===== config.mk =====
export PLATFORM = sky130hd
export DESIGN_NAME = bpm_tx_arbiter
export DESIGN_NICKNAME = d
export VERILOG_FILES = /design/src/rtl/bpm_tx_arbiter_pkg.sv /design/src/rtl/bpm_tx_arbiter_rrPriorityPick.sv /design/src/rtl/bpm_tx_arbiter.sv
export SDC_FILE = /design/constraint.sdc
export NUM_CORES = 1
export LEC_CHECK = 0
export ABC_AREA = 1
export ABC_CLOCK_PERIOD_IN_PS = 2750
export CAP_MARGIN = 20
export CORE_MARGIN = 3
export CORE_UTILIZATION = 30
export DETAILED_ROUTE_END_ITERATION = 8
export GPL_TIMING_DRIVEN = 0
export PLACE_DENSITY = 0.65
export REMOVE_ABC_BUFFERS = 1
export SYNTH_ARGS = -nofsm -noshare
export SYNTH_HDL_FRONTEND = slang
export SYNTH_SLANG_ARGS = --single-unit

===== constraint.sdc =====
create_clock -name auroraUserClk -period 2.75 [get_ports auroraUserClk]
set_input_delay 0.275 -clock auroraUserClk [delete_from_list [all_inputs] [get_ports auroraUserClk]]
set_output_delay 0.275 -clock auroraUserClk [all_outputs]
set_load 0.005 [all_outputs]

===== src/rtl/bpm_tx_arbiter_pkg.sv =====
// Shared definitions for the BPM TX arbiter and the link arbiters that reuse
// its round-robin picker: state encoding, datapath widths and source limits.
package bpm_tx_arbiter_pkg;

    typedef enum logic [1:0] {
        ARB   = 2'd0,   // choose a source
        FWD   = 2'd1,   // forward the granted source
        DRAIN = 2'd2,   // discard the rest of the granted packet
        DOWN  = 2'd3    // channel down, sink everything
    } arbState_t;

    localparam int AXI_W     = 32;  // AXI stream data width
    localparam int DROP_W    = 16;  // dropped-beat counter width
    localparam int MAX_SRC   = 4;   // largest supported source count
    localparam int SRC_IDX_W = 2;   // index width covering MAX_SRC sources
    localparam int PKT_CNT_W = 8;   // per-FA packet counter, budget up to 255

endpackage


===== src/rtl/bpm_tx_arbiter_rrPriorityPick.sv =====
// rrPriorityPick: combinational round-robin selector.
// Scans ptr+1, ptr+2, ... modulo N and grants the first set request.
//   req        in   N      request vector
//   ptr        in   IDX_W  index of the last served requester
//   grantOh    out  N      one-hot grant
//   grantIdx   out  IDX_W  index of the granted requester
//   grantValid out  1      any request was granted
module rrPriorityPick
    import bpm_tx_arbiter_pkg::*;
#(
    parameter int N     = MAX_SRC,
    parameter int IDX_W = SRC_IDX_W
) (
    input  logic [N-1:0]     req,
    input  logic [IDX_W-1:0] ptr,
    output logic [N-1:0]     grantOh,
    output logic [IDX_W-1:0] grantIdx,
    output logic             grantValid
);

    always_comb begin
        grantOh    = '0;
        grantIdx   = '0;
        grantValid = 1'b0;
        // Outer loop walks priority order, inner loop matches the rotated
        // position so that all indexing stays on constant loop variables.
        for (int k = 1; k <= N; k++) begin
            for (int j = 0; j < N; j++) begin
                if (!grantValid && req[j] && (j == (int'(ptr) + k) % N)) begin
                    grantOh[j] = 1'b1;
                    grantIdx   = IDX_W'(j);
                    grantValid = 1'b1;
                end
            end
        end
    end

endmodule


===== src/rtl/bpm_tx_arbiter.sv =====
// bpm_tx_arbiter: packet-atomic round-robin arbiter onto one Aurora BPM TX
// AXI stream, with per-FA-cycle packet budget and drain on channel loss.
//   auroraUserClk / auroraUserReset   clock, synchronous active-high reset
//   auroraFAstrobe                    start of FA cycle, clears packet budgets
//   auroraChannelUp                   Aurora channel status
//   SRC_AXI_STREAM_*                  NUM_SRC packed source streams
//   TX_AXI_STREAM_*                   stream to the Aurora TX core
//   dropCount                         saturating count of discarded beats
//   dbgArbState                       current arbiter state
module bpm_tx_arbiter
    import bpm_tx_arbiter_pkg::*;
#(
    parameter int NUM_SRC         = 2,
    parameter int MAX_PKTS_PER_FA = 32
) (
    input  logic                       auroraUserClk,
    input  logic                       auroraUserReset,
    input  logic                       auroraFAstrobe,
    input  logic                       auroraChannelUp,
    input  logic [AXI_W*NUM_SRC-1:0]   SRC_AXI_STREAM_tdata,
    input  logic [NUM_SRC-1:0]         SRC_AXI_STREAM_tvalid,
    input  logic [NUM_SRC-1:0]         SRC_AXI_STREAM_tlast,
    output logic [NUM_SRC-1:0]         SRC_AXI_STREAM_tready,
    output logic [AXI_W-1:0]           TX_AXI_STREAM_tdata,
    output logic                       TX_AXI_STREAM_tvalid,
    output logic                       TX_AXI_STREAM_tlast,
    input  logic                       TX_AXI_STREAM_tready,
    output logic [DROP_W-1:0]          dropCount,
    output logic [1:0]                 dbgArbState
);

    localparam int INC_W = 3;   // holds up to MAX_SRC drops per cycle

    arbState_t                         state, stateNext;
    logic [SRC_IDX_W-1:0]              grant, rrPtr, pickIdx;
    logic [NUM_SRC-1:0]                grantOh, pickOh, pickValidVec;
    logic                              pickValid;
    logic [NUM_SRC-1:0][PKT_CNT_W-1:0] pktCnt;
    logic [NUM_SRC-1:0]                eligible, inPkt, inPktNext, srcHs;
    logic [AXI_W-1:0]                  selData;
    logic                              selValid, selLast;
    logic                              txPktEnd;
    logic [INC_W-1:0]                  dropInc;
    logic [DROP_W:0]                   dropSum;

    assign pickValidVec = {NUM_SRC{pickValid}};

    // Granted-source mux; TX data/last follow it directly (zero latency).
    always_comb begin
        selData  = '0;
        selValid = 1'b0;
        selLast  = 1'b0;
        for (int i = 0; i < NUM_SRC; i++) begin
            if (grant == SRC_IDX_W'(i)) begin
                selData  = SRC_AXI_STREAM_tdata[i*AXI_W +: AXI_W];
                selValid = SRC_AXI_STREAM_tvalid[i];
                selLast  = SRC_AXI_STREAM_tlast[i];
            end
        end
    end

    always_comb begin
        for (int i = 0; i < NUM_SRC; i++)
            eligible[i] = SRC_AXI_STREAM_tvalid[i] &&
                          (pktCnt[i] < PKT_CNT_W'(MAX_PKTS_PER_FA));
    end

    rrPriorityPick #(
        .N     (NUM_SRC),
        .IDX_W (SRC_IDX_W)
    ) uPick (
        .req        (eligible),
        .ptr        (rrPtr),
        .grantOh    (pickOh),
        .grantIdx   (pickIdx),
        .grantValid (pickValid)
    );

    assign TX_AXI_STREAM_tdata = selData;
    assign TX_AXI_STREAM_tlast = selLast;
    assign dbgArbState         = state;

    // Outputs. In FWD the channel status gates both sides in the same cycle
    // so a beat offered as the channel falls is neither sent nor consumed;
    // it is then discarded in DRAIN and counted there.
    always_comb begin
        TX_AXI_STREAM_tvalid  = 1'b0;
        SRC_AXI_STREAM_tready = '0;
        dropInc               = '0;
        txPktEnd              = 1'b0;
        case (state)
            FWD: begin
                if (auroraChannelUp) begin
                    TX_AXI_STREAM_tvalid  = selValid;
                    SRC_AXI_STREAM_tready = grantOh & {NUM_SRC{TX_AXI_STREAM_tready}};
                    txPktEnd = selValid && selLast && TX_AXI_STREAM_tready;
                end
            end
            DRAIN: begin
                SRC_AXI_STREAM_tready = grantOh;
                dropInc = INC_W'(selValid);
            end
            DOWN: begin
                SRC_AXI_STREAM_tready = '1;
                for (int i = 0; i < NUM_SRC; i++)
                    dropInc = dropInc + INC_W'(SRC_AXI_STREAM_tvalid[i]);
            end
            default: ;
        endcase
    end

    // Packet framing per source, seen from the source side in every state.
    assign srcHs = SRC_AXI_STREAM_tvalid & SRC_AXI_STREAM_tready;

    always_comb begin
        for (int i = 0; i < NUM_SRC; i++)
            inPktNext[i] = srcHs[i] ? !SRC_AXI_STREAM_tlast[i] : inPkt[i];
    end

    // Next state. DOWN looks at inPktNext so a mid-packet beat absorbed this
    // cycle (e.g. the first cycle after reset) keeps the arbiter sinking.
    always_comb begin
        stateNext = state;
        case (state)
            ARB: begin
                if (!auroraChannelUp)  stateNext = DOWN;
                else if (pickValid)    stateNext = FWD;
            end
            FWD: begin
                if (!auroraChannelUp)  stateNext = DRAIN;
                else if (txPktEnd)     stateNext = ARB;
            end
            DRAIN: begin
                if (selValid && selLast) stateNext = DOWN;
            end
            DOWN: begin
                if (auroraChannelUp && (inPktNext == '0)) stateNext = ARB;
            end
            default: stateNext = DOWN;
        endcase
    end

    assign dropSum = {1'b0, dropCount} + (DROP_W+1)'(dropInc);

    always_ff @(posedge auroraUserClk) begin
        if (auroraUserReset) begin
            state     <= DOWN;
            grant     <= '0;
            grantOh   <= NUM_SRC'(1);
            rrPtr     <= SRC_IDX_W'(NUM_SRC - 1);
            pktCnt    <= '0;
            inPkt     <= '0;
            dropCount <= '0;
        end else begin
            state <= stateNext;
            inPkt <= inPktNext;
            if (state == ARB && auroraChannelUp && pickValid) begin
                grant   <= pickIdx;
                grantOh <= pickOh & pickValidVec;
            end
            if (txPktEnd)
                rrPtr <= grant;
            // FA strobe wins over a packet completing in the same cycle.
            if (auroraFAstrobe)
                pktCnt <= '0;
            else if (txPktEnd) begin
                for (int i = 0; i < NUM_SRC; i++)
                    if (grantOh[i]) pktCnt[i] <= pktCnt[i] + PKT_CNT_W'(1);
            end
            dropCount <= dropSum[DROP_W] ? '1 : dropSum[DROP_W-1:0];
        end
    end

endmodule


-- Word level (Yosys, flattened, before mapping)
Index checks and enable logic that the tools add are counted.
- flip-flop bits (word level): 40
- reduce and logical (&&, ||, !) cells: 28
- add/sub/neg operators: 6
- mux-type cells: 33
- bitwise operators: 5
- eq/ne operators: 10
- magnitude comparators: 2
- operators by type and width (kind ; count):
    $logic_not 32->1 ; 2
    $mux 32 ; 2
    $mux 1 ; 20
    $add 16x3->17 ; 1
    $add 8x1->8 const B ; 2
    $lt 8x6->1 const B ; 2
    $mux 16 ; 1
    $logic_and 1x1->1 ; 14
    $mux 2 ; 7
    $pmux 2 s4 ; 1
    $and 2x2->2 ; 3
    $logic_not 2->1 ; 3
    $ne 3x3->1 const B ; 2
    $pmux 2 s3 ; 1
    $logic_not 1->1 ; 5
    $eq 2x2->1 const A ; 2
    $eq 2x2->1 const B ; 2
    $ne 2x2->1 const B ; 2
    $pmux 2 s2 ; 1
    $reduce_and 2->1 ; 2
    $reduce_and 4->1 ; 1
    $add 1x1->1 const B ; 2
    $add 1x1->2 ; 1
    $and 1x1->1 const A ; 2
    other kinds (3) ; 3

-- Logic depth before layout (Yosys ltp)
- depth in word-level cells: 20
- depth in mapped cells: 16
- gate-level depth less buffers: 15

-- Cells and area by module
A second synthesis with hierarchy kept.
- cells, all modules: 355
- area, all modules: 2532.4 sq um
- by module, submodules not included (module ; sequential area each (sq um) ; times used ; cells each ; area an instance (sq um)):
    bpm_tx_arbiter ; 840.8 ; 1 ; 346 ; 2487.4
    rrPriorityPick ; 0.0 ; 1 ; 9 ; 45.0

-- Worst setup path after synthesis
OpenSTA, ideal clock, no wires.
- path kind: register to register
- from: reg grant[0]
- to: reg dropCount[14]
- buffers on the path: 1
- clock period less this slack: 2.258 ns
- cell stages (with the launch flop): 16
- data required time: 2.694 ns
- data arrival time: 2.202 ns
- setup slack: 0.492 ns
- path through: dfxtp_1 > buf_6 > o21ai_2 > a22o_1 > ha_1 > inv_1 > fa_1 > nor3_1 > nand2_1 > nor2_4 > nand2_4 > inv_2 > nor2_1 > nand2_1 > nand2_1 > inv_1
- word-level cells in the longest chain between the ends: 6
- RTL lines (what ; line ; text):
    start, declared ; bpm_tx_arbiter.sv:35 ; logic [SRC_IDX_W-1:0] grant, rrPtr, pickIdx;
    start signal, assigned ; bpm_tx_arbiter.sv:158 ; grant <= pickIdx;
    $logic_not 2->1 ; bpm_tx_arbiter.sv:54 ; if (grant == SRC_IDX_W'(i)) begin
    $mux 1 ; bpm_tx_arbiter.sv:54 ;
    $mux 1 * ; bpm_tx_arbiter.sv:54 ;
    $pmux 2 s2 * ; bpm_tx_arbiter.sv:91 ; case (state)
    $add 16x3->17 * ; bpm_tx_arbiter.sv:143 ; assign dropSum = {1'b0, dropCount} + (DROP_W+1)'(dropInc);
    $mux 16 * ; bpm_tx_arbiter.sv:170 ; dropCount <= dropSum[DROP_W] ? '1 : dropSum[DROP_W-1:0];
    end signal, assigned ; bpm_tx_arbiter.sv:170 ;
    end, declared ; bpm_tx_arbiter.sv:28 ; output logic [DROP_W-1:0] dropCount,
Mark *: on every way between the ends. The rest lies on a longest branch, timed or not.
A chain may end at the register's enable or synchronous reset.

-- Final worst setup path
- from: in SRC_AXI_STREAM_tvalid[1]
- to: reg dropCount[8]
- word-level cells in the longest chain between the ends: 4
- RTL lines (what ; line ; text):
    start, declared ; bpm_tx_arbiter.sv:21 ; input logic [NUM_SRC-1:0] SRC_AXI_STREAM_tvalid,
    $add 1x1->2 / $mux 1 (equally long branches) ; bpm_tx_arbiter.sv:106, bpm_tx_arbiter.sv:54 ;
    $pmux 2 s2 * ; bpm_tx_arbiter.sv:91 ;
    $add 16x3->17 * ; bpm_tx_arbiter.sv:143 ;
    $mux 16 * ; bpm_tx_arbiter.sv:170 ;
Marked as above.

==> run metrics <==
worst hold slack 0.467 ns; antenna violations before repair 0; met2 usage 0.273; Placed Area 0.00391 mm2; Hold Path Class flop to flop; count leader, synth nand2_1; Worst EP required 2.96 ns; largest net degree at the start of global routing 21; Mapped Area 0.00258 mm2; initial core utilization 0.311; Setup TNS 0 ns; RSZ-0062 raised after global routing false; final instance area 0.00403 mm2; # clock sinks 40; die area 0.00977 mm2; P per Cell Area 393 mW/mm2; Pleak 1.67 nW; busiest grt layer met2; most instantiated cells after synthesis nand2_1, inv_1, dfxtp_1; area taken by multi-input logic gates 0.00155 mm2; DRC violations left 0; VDD IR max 170 uV; overall routed net length 7550 um; minimum clock period 2.59 ns; core box area 0.00830 mm2; Final Max Tran Viols 0; vias in the first global route 2722; Layout Nets 551; WP data arrival 2.80 ns; RD Place Congestion 0.841; Layout fillers 813; Achievable Freq 386 MHz; Num CTS Buffers 5; crit end category flop; CTS tree built; input/output buffers 126; synth top area cells dfxtp_1, mux2_2, nand2_1, inv_1, nor2_1; final setup vio count 0; drt pass-1 iters 4; Post-Place Setup Slack -0.374 ns; # rows 33; # diodes 0; Post-DRT Antenna Nets 0; distinct cell type count after synthesis 33; register area 805 um2; total grt overflow 0; Synth Register Bits 40; Slew @ Worst Pin 0.776 ns; Final Hold Viols 0; Post-synth EDFFs 0; clock latency at the later pin of the worst-skew pair 0.29 ns; H-tree levels 2; Syn Inst Count 347; synthesis-to-finish area growth 56.1%; CTS root buffer clkbuf_8; Synth async-reset ratio 0; share of cells above drive strength 1 0.127; # hold bufs at CTS 0; initial DRC count 94; status completed; DR WL/cell 13.1 um; Reg clk slew, reported paths 0.08 ns; met1 usage 0.181; Max-cap violations 0; Worst slew margin 0.481; dpl hpwl 5860 um; synthesis warning total 0; WS Path Type primary input to flop; die width 98.8 um; Total GRT Usage 0.153; Final Core Density 0.486; startpoint types primary input; register area share after synthesis 0.310; main flop type after synthesis dfxtp_1; worst-path maximum fanout 9; met3 Resource Use GR 0.0446; IO Count 127; vias per inst 4.80; Mean Syn Cell Area 7.45 um2; Yosys top cell area share 0.310; worst clock skew 0.00766 ns; Tcrit/Tclk final 0.942; Yosys top cell by area dfxtp_1; global-route wire length before repair 12300 um; worst setup margin 0.160 ns; Vias 2770; DIE HEIGHT 98.8 um; Bufs on Longest Clock Path 2
registers in the layout, indices dropped and copies added, names as in the netlist:
name	cells
pktCnt	16
dropCount	16
inPkt	2
rrPtr	1
dbgArbState	2
grant	1
grantOh	2
cell type report:
type / count / share of cell area
Multi-Input combinational cell: 248 / 0.383
Timing Repair Buffer: 128 / 0.320
Sequential cell: 40 / 0.199
Inverter: 49 / 0.0456
Tap cell: 105 / 0.0326
Clock buffer: 6 / 0.0180
Clock inverter: 1 / 0.00124
metal layers:
layer / vias up / share of wire / wire [um]
li1: 1378 / - / -
met1: 1270 / 0.42 / 3150
met2: 114 / 0.49 / 3690
met3: 8 / 0.085 / 643
met4: 0 / 0.0095 / 72
met5: - / 0 / 0
repair_timing:
item / 4_1_cts / 5_1_grt
setup buffers: 1 / 1
setup endpoints to repair: 16 / 16
resized for setup: 3 / 2
cloned: 0 / 0
layout by cell type, fill, tap and decap left out, drive strengths merged, types with 2 or more instances in the layout:
cell type and count:
ha 5, mux2 32, dfxtp 40, o21ai 15
nor2 38, nand2 69, nor3 8, clkdlybuf4s50 125
xnor2 4, xor2 8, o21a 2, nand3 21
nand4 10, a21oi 27, inv 48, nand3b 3
clkbuf 6, buf 2, clkinv 2
where the power goes:
part | internal, mW | total (mW) | switching [mW]
Clock | 0.173 | 0.367 | 0.195
Sequential | 0.616 | 0.657 | 0.0410
Combinational | 0.328 | 0.559 | 0.231
critical path, stage by stage:
cell	delay, ns
clkdlybuf4s50_1	0.58
nand2_1	0.13
o21ai_4	0.11
a22o_1	0.17
ha_1	0.16
inv_1	0.05
fa_1	0.43
nor3_2	0.24
nand2_2	0.13
nor2_4	0.13
nand2_4	0.10
inv_2	0.11
a21oi_1	0.05
a21oi_1	0.12
final timing paths:
| check | startpoint | to | slack [ns] | depth (start not counted) |
|---|---|---|---|---|
| min | pktCnt[15] | pktCnt[15] | 0.47 | 2 |
| max reg2reg | dbgArbState[0] | dropCount[8] | 0.23 | 13 |
| min reg2reg | pktCnt[15] | pktCnt[15] | 0.47 | 2 |
| max | SRC_AXI_STREAM_tvalid[1] | dropCount[8] | 0.16 | 14 |
cells by family (layout without fill, tap and decap cells):
| kind of cell | after synthesis | count (layout) | share of synthesized area |
|---|---|---|---|
| AOI/OAI and AO/OA | 47 | 47 | 0.105 |
| xor gates and xnor gates | 12 | 12 | 0.0407 |
| buffers and inverters | 59 | 184 | 0.0978 |
| DFF | 40 | 40 | 0.310 |
| muxes | 32 | 32 | 0.139 |
| and+or+nand+nor | 151 | 151 | 0.275 |
| adders and majority gates | 6 | 6 | 0.0319 |
per-stage QoR:
step / instances / power, mW
after floorplan: 337 / 0.911
after global placement: 568 / 1.23
after detailed placement: 568 / 1.23
after CTS: 576 / 1.60
after global routing: 577 / 1.70
final: 577 / 1.58
(Power assumes the default switching activity.)
